### config.mk
export PLATFORM = sky130hd
export DESIGN_NAME = processador_multiciclo_param
export DESIGN_NICKNAME = d
export VERILOG_FILES = /design/src/rtl/processador_multiciclo_param.sv
export SDC_FILE = /design/constraint.sdc
export NUM_CORES = 1
export LEC_CHECK = 0
export ABC_AREA = 0
export CAP_MARGIN = 20
export CORE_MARGIN = 1.5
export CORE_UTILIZATION = 47
export DETAILED_ROUTE_END_ITERATION = 8
export GPL_ROUTABILITY_DRIVEN = 0
export PLACE_DENSITY = 0.68
export SLEW_MARGIN = 20
export SYNTH_ARGS = -nofsm -noshare
export SYNTH_HDL_FRONTEND = slang
export SYNTH_SLANG_ARGS = --single-unit
### constraint.sdc
create_clock -name Clock -period 7.4 [get_ports Clock]
set_input_delay 1.48 -clock Clock [delete_from_list [all_inputs] [get_ports Clock]]
set_output_delay 1.48 -clock Clock [all_outputs]
set_load 0.01 [all_outputs]
### src/rtl/processador_multiciclo_param.sv
// Parametrised multicycle processor: registers, A, G and IR share one bus; Run/Done FSM T0..T3.
// Optional feature macro: PROC_MVNZ_EN (opcode 101 = mvnz Rx,Ry, conditional on G != 0).
module processador_multiciclo_param #(
   parameter int DATA_W    = 16,
   parameter int REG_SEL_W = 3
) (
   input  logic              Clock,
   input  logic              Reset,
   input  logic [DATA_W-1:0] DIN,
   input  logic              Run,
   output logic              Done,
   output logic [DATA_W-1:0] BusWires
);

   localparam int IW    = 3 + 2*REG_SEL_W;
   localparam int NREGS = 2**REG_SEL_W;

   localparam logic [2:0] OP_MV   = 3'b000;
   localparam logic [2:0] OP_MVI  = 3'b001;
   localparam logic [2:0] OP_ADD  = 3'b010;
   localparam logic [2:0] OP_SUB  = 3'b011;
   localparam logic [2:0] OP_AND  = 3'b100;
`ifdef PROC_MVNZ_EN
   localparam logic [2:0] OP_MVNZ = 3'b101;
`endif

   if (DATA_W < IW) begin : g_bad_width
      $error("DATA_W must be at least 3 + 2*REG_SEL_W");
   end

   typedef enum logic [1:0] {T0, T1, T2, T3} state_t;

   state_t                 state;
   logic [DATA_W-1:0]      r [NREGS];
   logic [DATA_W-1:0]      a;
   logic [DATA_W-1:0]      g;
   logic [IW-1:0]          ir;

   logic [2:0]             op;
   logic [REG_SEL_W-1:0]   rx;
   logic [REG_SEL_W-1:0]   ry;
   logic [DATA_W-1:0]      bus;
   logic [DATA_W-1:0]      alu_res;
   logic                   wr_rx;
   logic                   a_en;
   logic                   g_en;

   assign op = ir[IW-1 -: 3];
   assign rx = ir[2*REG_SEL_W-1 -: REG_SEL_W];
   assign ry = ir[REG_SEL_W-1:0];

   function automatic logic is_alu(input logic [2:0] o);
      return (o == OP_ADD) || (o == OP_SUB) || (o == OP_AND);
   endfunction

   // Bus source and register enables decode from state and IR only; idle bus is zero.
   always_comb begin
      bus   = '0;
      wr_rx = 1'b0;
      a_en  = 1'b0;
      g_en  = 1'b0;
      unique case (state)
         T0: begin
            if (Run) bus = DIN;
         end
         T1: begin
            case (op)
               OP_MV: begin
                  bus   = r[ry];
                  wr_rx = 1'b1;
               end
               OP_MVI: begin
                  bus   = DIN;
                  wr_rx = 1'b1;
               end
               OP_ADD, OP_SUB, OP_AND: begin
                  bus  = r[rx];
                  a_en = 1'b1;
               end
`ifdef PROC_MVNZ_EN
               OP_MVNZ: begin
                  bus   = r[ry];
                  wr_rx = (g != '0);
               end
`endif
               default: ;
            endcase
         end
         T2: begin
            bus  = r[ry];
            g_en = 1'b1;
         end
         T3: begin
            bus   = g;
            wr_rx = 1'b1;
         end
      endcase
   end

   always_comb begin
      alu_res = '0;
      case (op)
         OP_ADD:  alu_res = a + bus;
         OP_SUB:  alu_res = a - bus;
         OP_AND:  alu_res = a & bus;
         default: alu_res = '0;
      endcase
   end

   assign BusWires = bus;

   // Done is registered one step ahead so it is high exactly in the final step.
   always_ff @(posedge Clock) begin
      if (Reset) begin
         state <= T0;
         Done  <= 1'b0;
         ir    <= '0;
         a     <= '0;
         g     <= '0;
         for (int k = 0; k < NREGS; k++) r[k] <= '0;
      end else begin
         if (wr_rx) r[rx] <= bus;
         if (a_en)  a     <= bus;
         if (g_en)  g     <= alu_res;
         unique case (state)
            T0: begin
               Done <= 1'b0;
               if (Run) begin
                  ir    <= DIN[IW-1:0];
                  state <= T1;
                  Done  <= !is_alu(DIN[IW-1 -: 3]);
               end
            end
            T1: begin
               Done  <= 1'b0;
               state <= is_alu(op) ? T2 : T0;
            end
            T2: begin
               Done  <= 1'b1;
               state <= T3;
            end
            T3: begin
               Done  <= 1'b0;
               state <= T0;
            end
         endcase
      end
   end

endmodule
# --- Word-level counts from Yosys, hierarchy flattened ---
# Memories as Yosys holds them, arrays and structs flattened. A register that Yosys moved wholly into a read port is not among the register bits.
# Cells that the tools add are included.
word_totals:
  mem_count: 1
  ramBits: 128
  elab_cells: 58
  reg_bits: 44
  output_inout_bits: 17
  in_bits: 19
mem_list:
  columns: ["memory", "depth", "width", "read_ports", "rd_clocked_by_memory_dff", "write_ports", "line_no", "text"]
  rows:
  - ["r", 8, 16, 2, 2, 8, "34", "logic [DATA_W-1:0] r [NREGS];"]
classes:
  add_sub_neg: 2
  bitwise: 1
  muxes: 26
  n_eq_ne: 11
  n_reduce_logical: 12
ops:
  columns: ["op", "n"]
  rows:
  - ["16-bit case mux with 3 select lines", 2]
  - ["16-bit case mux with 4 select lines", 1]
  - ["16-bit 2-to-1 mux", 2]
  - ["16-bit adder", 1]
  - ["16-bit AND", 1]
  - ["16-bit OR reduction", 1]
  - ["16-bit subtractor", 1]
  - ["3-bit 2-to-1 mux", 5]
  - ["3-bit by 2-bit == test with 1-bit output, second input constant", 4]
  - ["1-bit 2-to-1 mux", 11]
  - ["2-bit case mux with 4 select lines", 1]
  - ["3-bit == test, second input constant", 2]
  - ["2-bit == test, second input constant", 2]
  - ["1-bit logical OR", 4]
  - ["2-bit 2-to-1 mux", 2]
  - ["2-bit OR reduction", 2]
  - ["3-bit by 1-bit == test with 1-bit output, second input constant", 1]
  - ["3-bit zero test", 1]
  - ["1-bit case mux with 3 select lines", 1]
  - ["3-bit OR reduction", 1]
  - ["2-bit by 1-bit == test with 1-bit output, second input constant", 1]
  - ["2-bit zero test", 1]
  - ["2-bit != test, second input constant", 1]
  - ["1-bit case mux with 2 select lines", 1]
  - ["2 further kinds", 2]

# --- Depth between registers and ports, before layout ---
# Gate-level depths: netlist (run 1).
logic_depth:
  word_depth: 9
  mapped_depth: 21
  mapped_depth_nobuf: 17

# --- Least setup slack after synthesis (run 1) ---
# No wires, ideal clock.
synth_path:
  path_type: "input port to flip-flop"
  from: "input port Run"
  to: "register g[15]"
  path_stages: 19
  setup_time_ns: 0.134
  required_ns: 7.266
  arrival_ns: 4.953
  slack_ns: 2.313
  path_buffers: 2
  cell_sequence: "nand2b_1 -> a21oi_1 -> buf_2 -> a32o_1 -> nor3_1 -> clkbuf_1 -> ha_1 -> nand3_1 -> o31ai_1 -> xnor2_1 -> ha_1 -> nand2_1 -> o21ai_0 -> a41oi_1 -> a211o_1 -> a31o_2 -> nand2_1 -> mux2i_1 -> or4_1"
synth_via:
  elab_chain_cells: 4
  word_cells_on_any_way: 6
  cone_classes: "add/sub: 2; mux: 3; bitwise: 1"
synth_lines:
  columns: ["item", "line_no", "text"]
  rows:
  - ["start, declared", "10", "input logic Run,"]
  - ["16-bit 2-to-1 mux (*)", "64", "if (Run) bus = DIN;"]
  - ["16-bit case mux with 4 select lines (*)", "62", "unique case (state)"]
  - ["16-bit subtractor (tied with other cells)", "104", "OP_SUB: alu_res = a - bus;"]
  - ["16-bit case mux with 3 select lines (*)", "102", "case (op)"]
  - ["end signal, assigned", "124", "if (g_en) g <= alu_res;"]
  - ["end, declared", "36", "logic [DATA_W-1:0] g;"]
# Mark *: on every way between the ends. The rest lies on a longest branch, timed or not.
# A chain may end at the register's enable or synchronous reset.

# --- Worst setup path in the final report (run 1) ---
# Ends and elaborated chain as after synthesis.

==> flow_metrics.env, run 1 <==
export IMPL_status="finished clean"
export IMPL_grt_max_degree=54
export IMPL_grt_overflow=0
export IMPL_synth_seq_cells=178
export IMPL_synth_edf_count=128
export IMPL_p_seq_frac=0.474
export IMPL_vias=7242
export IMPL_min_path_type="flip-flop to flip-flop"
export IMPL_avgSynthCellArea_sq_um=11.1
export IMPL_synth_largest_area_cell="edfxtp_1"
export IMPL_hold_buffers=0
export IMPL_start_kind="input port"
export IMPL_grt_pass1_wl_microns=40700
export IMPL_drc_errors=0
export IMPL_final_nets=937
export IMPL_port_buffers=35
export IMPL_cts_root_buffer="clkbuf_16"
export IMPL_peakVddDrop_uv=167
export IMPL_cp_required_ns=7.71
export IMPL_final_common_cell="nor2_1"
export IMPL_worst_slew_pin_slew_ns=1.11
export IMPL_cts_tree="built"
export IMPL_synth_nets=929
export IMPL_yosysWarnings=0
export IMPL_synth_ff_type="edfxtp_1"
export IMPL_clk_latency_ns=0.44
export IMPL_cts_repair_resize_count=0
export IMPL_vias_per_cell=6.13
export IMPL_die_x_microns=148
export IMPL_ys_seq_area_frac=0.490
export IMPL_antenna_found_initial=0
export IMPL_worst_setup_path_end_kind="flip-flop"
export IMPL_finalClockSkew_ns=0.00925
export IMPL_min_period_ns=5.88
export IMPL_syn_to_final_growth_pct=10.4
export IMPL_pwr_share_comb=0.183
export IMPL_diodes=0
export IMPL_ant_nets=0
export IMPL_drive_gt1_frac=0.133
export IMPL_fin_crit_sh=0.794
export IMPL_crit_arrival_ns=6.19
export IMPL_htreeDepth=4
export IMPL_powerDensity_mw_per_mm2=221
export IMPL_drt_iter0_drc=647
export IMPL_clockBufferDepth=2
export IMPL_max_stage_delay_ns=0.83
export IMPL_track_usage=0.251
export IMPL_rsz0062_at_grt="no"
export IMPL_p_int_mw=1.72
export IMPL_cts_setup_buffers=0
export IMPL_path_common_cell="nand2_1"
export IMPL_drt_first_pass_iters=5
export IMPL_wl_per_cell_microns=22.4
export IMPL_row_count=52
export IMPL_critPathBufInv=3
export IMPL_max_freq_mhz=170
export IMPL_die_h_microns=148
export IMPL_hold_viol=0
export IMPL_crit_family="compound AO/OA/AOI/OAI gates"
export IMPL_synthArstFlopShare=0
export IMPL_critPathKind="input port to flip-flop"
export IMPL_leakage_nw=3.78
export IMPL_synth_area_sq_mm=0.00989
export IMPL_core_area_sq_mm=0.0204
export IMPL_setup_violations=0
export IMPL_grt_pass1_vias=7125
export IMPL_multi_input_area_sq_mm=0.00461
export IMPL_ios=36
export IMPL_path_max_fanout=15
export IMPL_start_util=0.484
export IMPL_synth_cell_types=63
export IMPL_netlist_area_leader_share=0.389
export IMPL_drv_slew=0
export IMPL_path_clk_slew_ns=0.07
export IMPL_cpMaxStageDelayCell="nor3_2"
export IMPL_syn_inst=892
export IMPL_clkSinkCount=178
export IMPL_p_switching_mw=0.686
export IMPL_max_cap_violations=0
export IMPL_final_cell_mix="nor2_1, edfxtp_1, mux4_2"
export IMPL_die_area_sq_mm=0.0219
export IMPL_numCtsBuffers=17
export IMPL_p_sw_frac=0.285
export IMPL_nFillCells=1761
export IMPL_setup_tns_final_ns=0
export IMPL_max_slew_margin=0.259
export IMPL_clock_power_share=0.343
export IMPL_dp_hpwl_microns=17500
export IMPL_crit_chain="clkdlybuf4s50_1, nand2b_1, a21oi_1, buf_4, a32o_1, nor3_2, inv_1, o41ai_1, xnor2_1, ha_1, nand2_1, o21ai_0, a41oi_1, a211o_1, a31o_2, nand2_1, mux2i_1, or4_1"
export IMPL_synth_area_leaders="edfxtp_1, mux4_2, dfxtp_1, nor2_1, mux2i_1"
export IMPL_wl_microns=26500
export IMPL_seq_area_sq_mm=0.00485
export IMPL_final_core_util=0.534
## final timing paths
path | start | depth (start not counted) | slack (ns) | to
min reg2reg | ir[2]$_SDFFE_PP0P_ | 2 | 0.46 | ir[2]$_SDFFE_PP0P_
min | ir[2]$_SDFFE_PP0P_ | 2 | 0.46 | ir[2]$_SDFFE_PP0P_
max reg2reg | ir[7]$_SDFFE_PP0P_ | 17 | 1.58 | g[15]$_SDFFE_PP0P_
max | Run | 18 | 1.52 | g[15]$_SDFFE_PP0P_
## layout make-up
type                       instances  share of cell area
timing repair buffer              56              0.0461
multi-input combinational        622               0.422
sequential                       178               0.444
inverter                          25             0.00860
tap                              270              0.0310
clock inverter                    12             0.00780
clock buffer                      19              0.0397
## per-layer routing
| metal | wire, microns | track usage |
|---|---|---|
| met5 | 0 | 0 |
| met4 | 556 | 0.0886 |
| met3 | 1930 | 0.0426 |
| met2 | 13200 | 0.425 |
| met1 | 10800 | 0.327 |
## kinds of logic (layout without fill, tap and decap cells)
family,Yosys count,after routing,share of synthesized area
DFF,178,178,0.490
muxes,98,98,0.167
xor gates and xnor gates,25,25,0.0221
AOI/OAI and AO/OA,137,137,0.0962
buffers and inverters,92,112,0.0453
and+or+nand+nor,344,344,0.156
adders and majority gates,18,18,0.0235
## flip-flops by register name, indices dropped and copies added, names as in the netlist, named ones only
| register | flops |
|---|---|
| Done | 1 |
| r | 128 |
| ir | 9 |
| g | 16 |
| state | 1 |
| a | 16 |
## cells in the mapped netlist (3+ instances only)
cell / n
nor2_1: 200
edfxtp_1: 128
mux4_2: 53
nand2_1: 52
dfxtp_1: 50
a21oi_1: 48
mux2i_1: 42
clkbuf_1: 40
inv_1: 25
nor3_1: 23
xnor2_1: 23
nor2b_1: 18
ha_1: 17
nand2b_1: 17
o21ai_0: 17
a32o_1: 15
nand3_1: 11
buf_2: 10
buf_4: 9
a211oi_1: 7
a22o_1: 6
buf_6: 6
a31oi_1: 5
a32oi_1: 5
nor3_2: 5
o221ai_1: 5
and3_1: 4
a21o_1: 3
o22ai_1: 3
## stage by stage
stage / instances / setup slack, ns / area, sq um / total power [mW] / hold WS (ns)
2_1_floorplan: 892 / 2.31 / 9890 / 1.46 / 0.436
3_3_place_gp: 1151 / 1.05 / 10400 / 1.59 / 0.443
3_5_place_dp: 1151 / 0.848 / 10400 / 1.59 / 0.458
4_1_cts: 1182 / 1.30 / 10900 / 2.40 / 0.465
5_1_grt: 1182 / 1.19 / 10900 / 2.49 / 0.501
6_report: 1182 / 1.52 / 10900 / 2.41 / 0.462
## worst register-to-register path, cell delays in order, from the launching register on
cell and delay (ns):
dfxtp_1 0.48, nor2b_1 0.84, o21ai_2 0.48, buf_4 0.35
nor3_1 0.45, nor3_2 0.25, ha_1 0.35, a21oi_1 0.25
ha_1 0.29, nor2b_1 0.14, o2111ai_1 0.22, nand3_1 0.16
a41oi_1 0.43, a211o_1 0.25, a31oi_1 0.11, nand2_1 0.08
mux2i_1 0.06, or4_1 0.49
## power by group through the flow
stage	Sequential, mW	Combinational [mW]	Clock (mW)
final	1.14	0.439	0.826
after global routing	1.15	0.472	0.871
after global placement	1.16	0.428	0
after CTS	1.14	0.435	0.830
after detailed placement	1.16	0.432	0
after floorplan	1.14	0.325	0
Note: power is estimated with default switching activity, not from simulation.
==> run 2, diff against run 1 <==
- PLACE_DENSITY: 0.68 -> 0.7
- clock period: 7.4 -> 4.9 ns (I/O delays scaled with it)
==> run 2 against run 1 <==
Combinational power is 70% higher. Via count grew 2.2%. Worst hold slack got worse by 0.0072 ns. Global-route usage rose by 0.16 points. Sequential cell count stayed put. Sequential power up 51%. Cell count grew 5.2%. Critical path depth is 2 lower. Routed wire length up 0.62%. Critical path type is now flip-flop to flip-flop.
==> flow_metrics.env, run 2 (synthesized netlist as in run 1, its figures left out) <==
export IMPL_status="finished clean"
export IMPL_start_kind="flip-flop"
export IMPL_dp_hpwl_microns=18100
export IMPL_path_clk_slew_ns=0.07
export IMPL_start_util=0.484
export IMPL_final_cell_mix="nor2_1, edfxtp_1, buf_4"
export IMPL_syn_to_final_growth_pct=15.4
export IMPL_rr_endpoint="g[15]$_SDFFE_PP0P_"
export IMPL_path_max_fanout=15
export IMPL_drt_first_pass_iters=5
export IMPL_ios=36
export IMPL_drive_gt1_frac=0.192
export IMPL_worst_setup_path_end_kind="flip-flop"
export IMPL_biggestRegsByFlops="r x128, a x16, g x16"
export IMPL_final_area_sq_mm=0.0114
export IMPL_rsz0062_at_grt="no"
export IMPL_wl_microns=26700
export IMPL_grt_overflow=0
export IMPL_setup_violations=0
export IMPL_whs_path_depth=2
export IMPL_die_h_microns=148
export IMPL_worst_slew_pin_slew_ns=1.14
export IMPL_core_area_sq_mm=0.0204
export IMPL_clk_latency_ns=0.44
export IMPL_largest_register="r"
export IMPL_die_x_microns=148
export IMPL_drt_iter0_drc=830
export IMPL_port_buffers=35
export IMPL_vias=7400
export IMPL_numCtsBuffers=17
export IMPL_track_usage=0.253
export IMPL_wl_per_cell_microns=21.5
export IMPL_clockBufferDepth=2
export IMPL_min_path_type="flip-flop to flip-flop"
export IMPL_row_count=52
export IMPL_grt_pass1_wl_microns=41300
export IMPL_dp_slack_ns=-0.153
export IMPL_hold_start="ir[1]$_SDFFE_PP0P_"
export IMPL_min_period_ns=4.55
export IMPL_cp_required_ns=5.21
export IMPL_peakVddDrop_uv=246
export IMPL_crit_arrival_ns=4.86
export IMPL_vias_per_cell=5.95
export IMPL_finalWorstSetupSlack_ns=0.351
export IMPL_final_common_cell="nor2_1"
export IMPL_hold_viol=0
export IMPL_ant_nets=0
export IMPL_nFillCells=1734
export IMPL_multi_input_area_sq_mm=0.00461
export IMPL_htreeDepth=4
export IMPL_cts_root_buffer="clkbuf_16"
export IMPL_hold_buffers=0
export IMPL_grt_max_degree=34
export IMPL_diodes=0
export IMPL_die_area_sq_mm=0.0219
export IMPL_fin_crit_sh=0.928
export IMPL_drc_errors=0
export IMPL_seq_area_sq_mm=0.00485
export IMPL_critPathKind="flip-flop to flip-flop"
export IMPL_clkSinkCount=178
export IMPL_r2r_cells=16
export IMPL_cts_tree="built"
export IMPL_placed_area_sq_mm=0.0108
export IMPL_drv_slew=0
export IMPL_antenna_found_initial=0
export IMPL_powerDensity_mw_per_mm2=332
export IMPL_max_freq_mhz=220
export IMPL_rrSetupSlack_ns=0.35
export IMPL_finalClockSkew_ns=0.00901
export IMPL_final_nets=997
export IMPL_largest_register_ffs=128
export IMPL_max_slew_margin=0.239
export IMPL_leakage_nw=4.10
export IMPL_max_cap_violations=0
export IMPL_grt_pass1_vias=7337
[run 2: cell count changes in the layout (fill, tap and decap cells not counted), sizes merged]
cell	change
clkbuf	-2
inv	+3
buf	+60
[run 2: worst max path at each step]
stage                          to  slack, ns  cells past startpoint
2_1_floorplan  g[15]$_SDFFE_PP0P_       0.31                     19
3_5_place_dp   g[15]$_SDFFE_PP0P_      -0.15                     20
5_1_grt        g[14]$_SDFFE_PP0P_       0.02                     20
3_3_place_gp   g[15]$_SDFFE_PP0P_      -0.02                     19
4_1_cts        g[15]$_SDFFE_PP0P_       0.28                     17
6_report       g[15]$_SDFFE_PP0P_       0.35                     16
[run 2: layer usage]
layer	vias up	wire, microns	track usage
met1	3642	10700	0.330
met5	-	0	0
li1	3396	-	-
met3	43	2170	0.0466
met2	319	13200	0.424
met4	0	556	0.0881
[run 2: worst max-delay path, cell delays in order, from the launching register on]
cell and delay (ns):
dfxtp_2 0.66, mux4_2 0.57, mux2i_1 0.26, nor2_1 0.07, nor3_1 0.35, nand4_1 0.22
o41ai_1 0.36, xnor2_1 0.12, ha_1 0.34, nand2_1 0.06, o21ai_0 0.14, a41oi_1 0.09
a211o_1 0.34, a31o_2 0.22, nand2_1 0.05, mux2i_1 0.05, or4_1 0.49
[run 2: timing repair]
| item | CTS | global route |
|---|---|---|
| resized for setup | 0 | 3 |
| buffers inserted | 0 | 0 |
| setup endpoints to repair | 0 | 3 |
| endpoints found under the hold margin | 0 | 0 |
[run 2: layout make-up]
| type | instances | area share |
|---|---|---|
| Tap cell | 270 | 0.0296 |
| Sequential cell | 178 | 0.425 |
| Multi-Input combinational cell | 622 | 0.404 |
| Inverter | 25 | 0.00823 |
| Timing Repair Buffer | 116 | 0.0836 |
| Clock buffer | 17 | 0.0373 |
| Clock inverter | 15 | 0.0123 |
[run 2: power breakdown]
| part | switching [mW] | total [mW] | internal, mW | leakage, nW |
|---|---|---|---|---|
| logic | 0.396 | 0.745 | 0.349 | 2.10 |
| clock network | 0.650 | 1.32 | 0.672 | 0.267 |
| registers | 0.0539 | 1.72 | 1.67 | 1.73 |
| total | 1.10 | 3.79 | 2.69 | 4.10 |
[run 2: stage by stage]
step                      power (mW)  hold slack [ns]  utilization  TNS, ns  std cells
final                           3.79            0.455        0.558        0       1243
after global routing            3.92            0.487        0.558        0       1243
after CTS                       3.79            0.456        0.558        0       1243
after detailed placement        2.49            0.450        0.530   -0.409       1211
after global placement          2.48            0.436        0.530  -0.0440       1211
after floorplan                 2.21            0.436            -        0        892
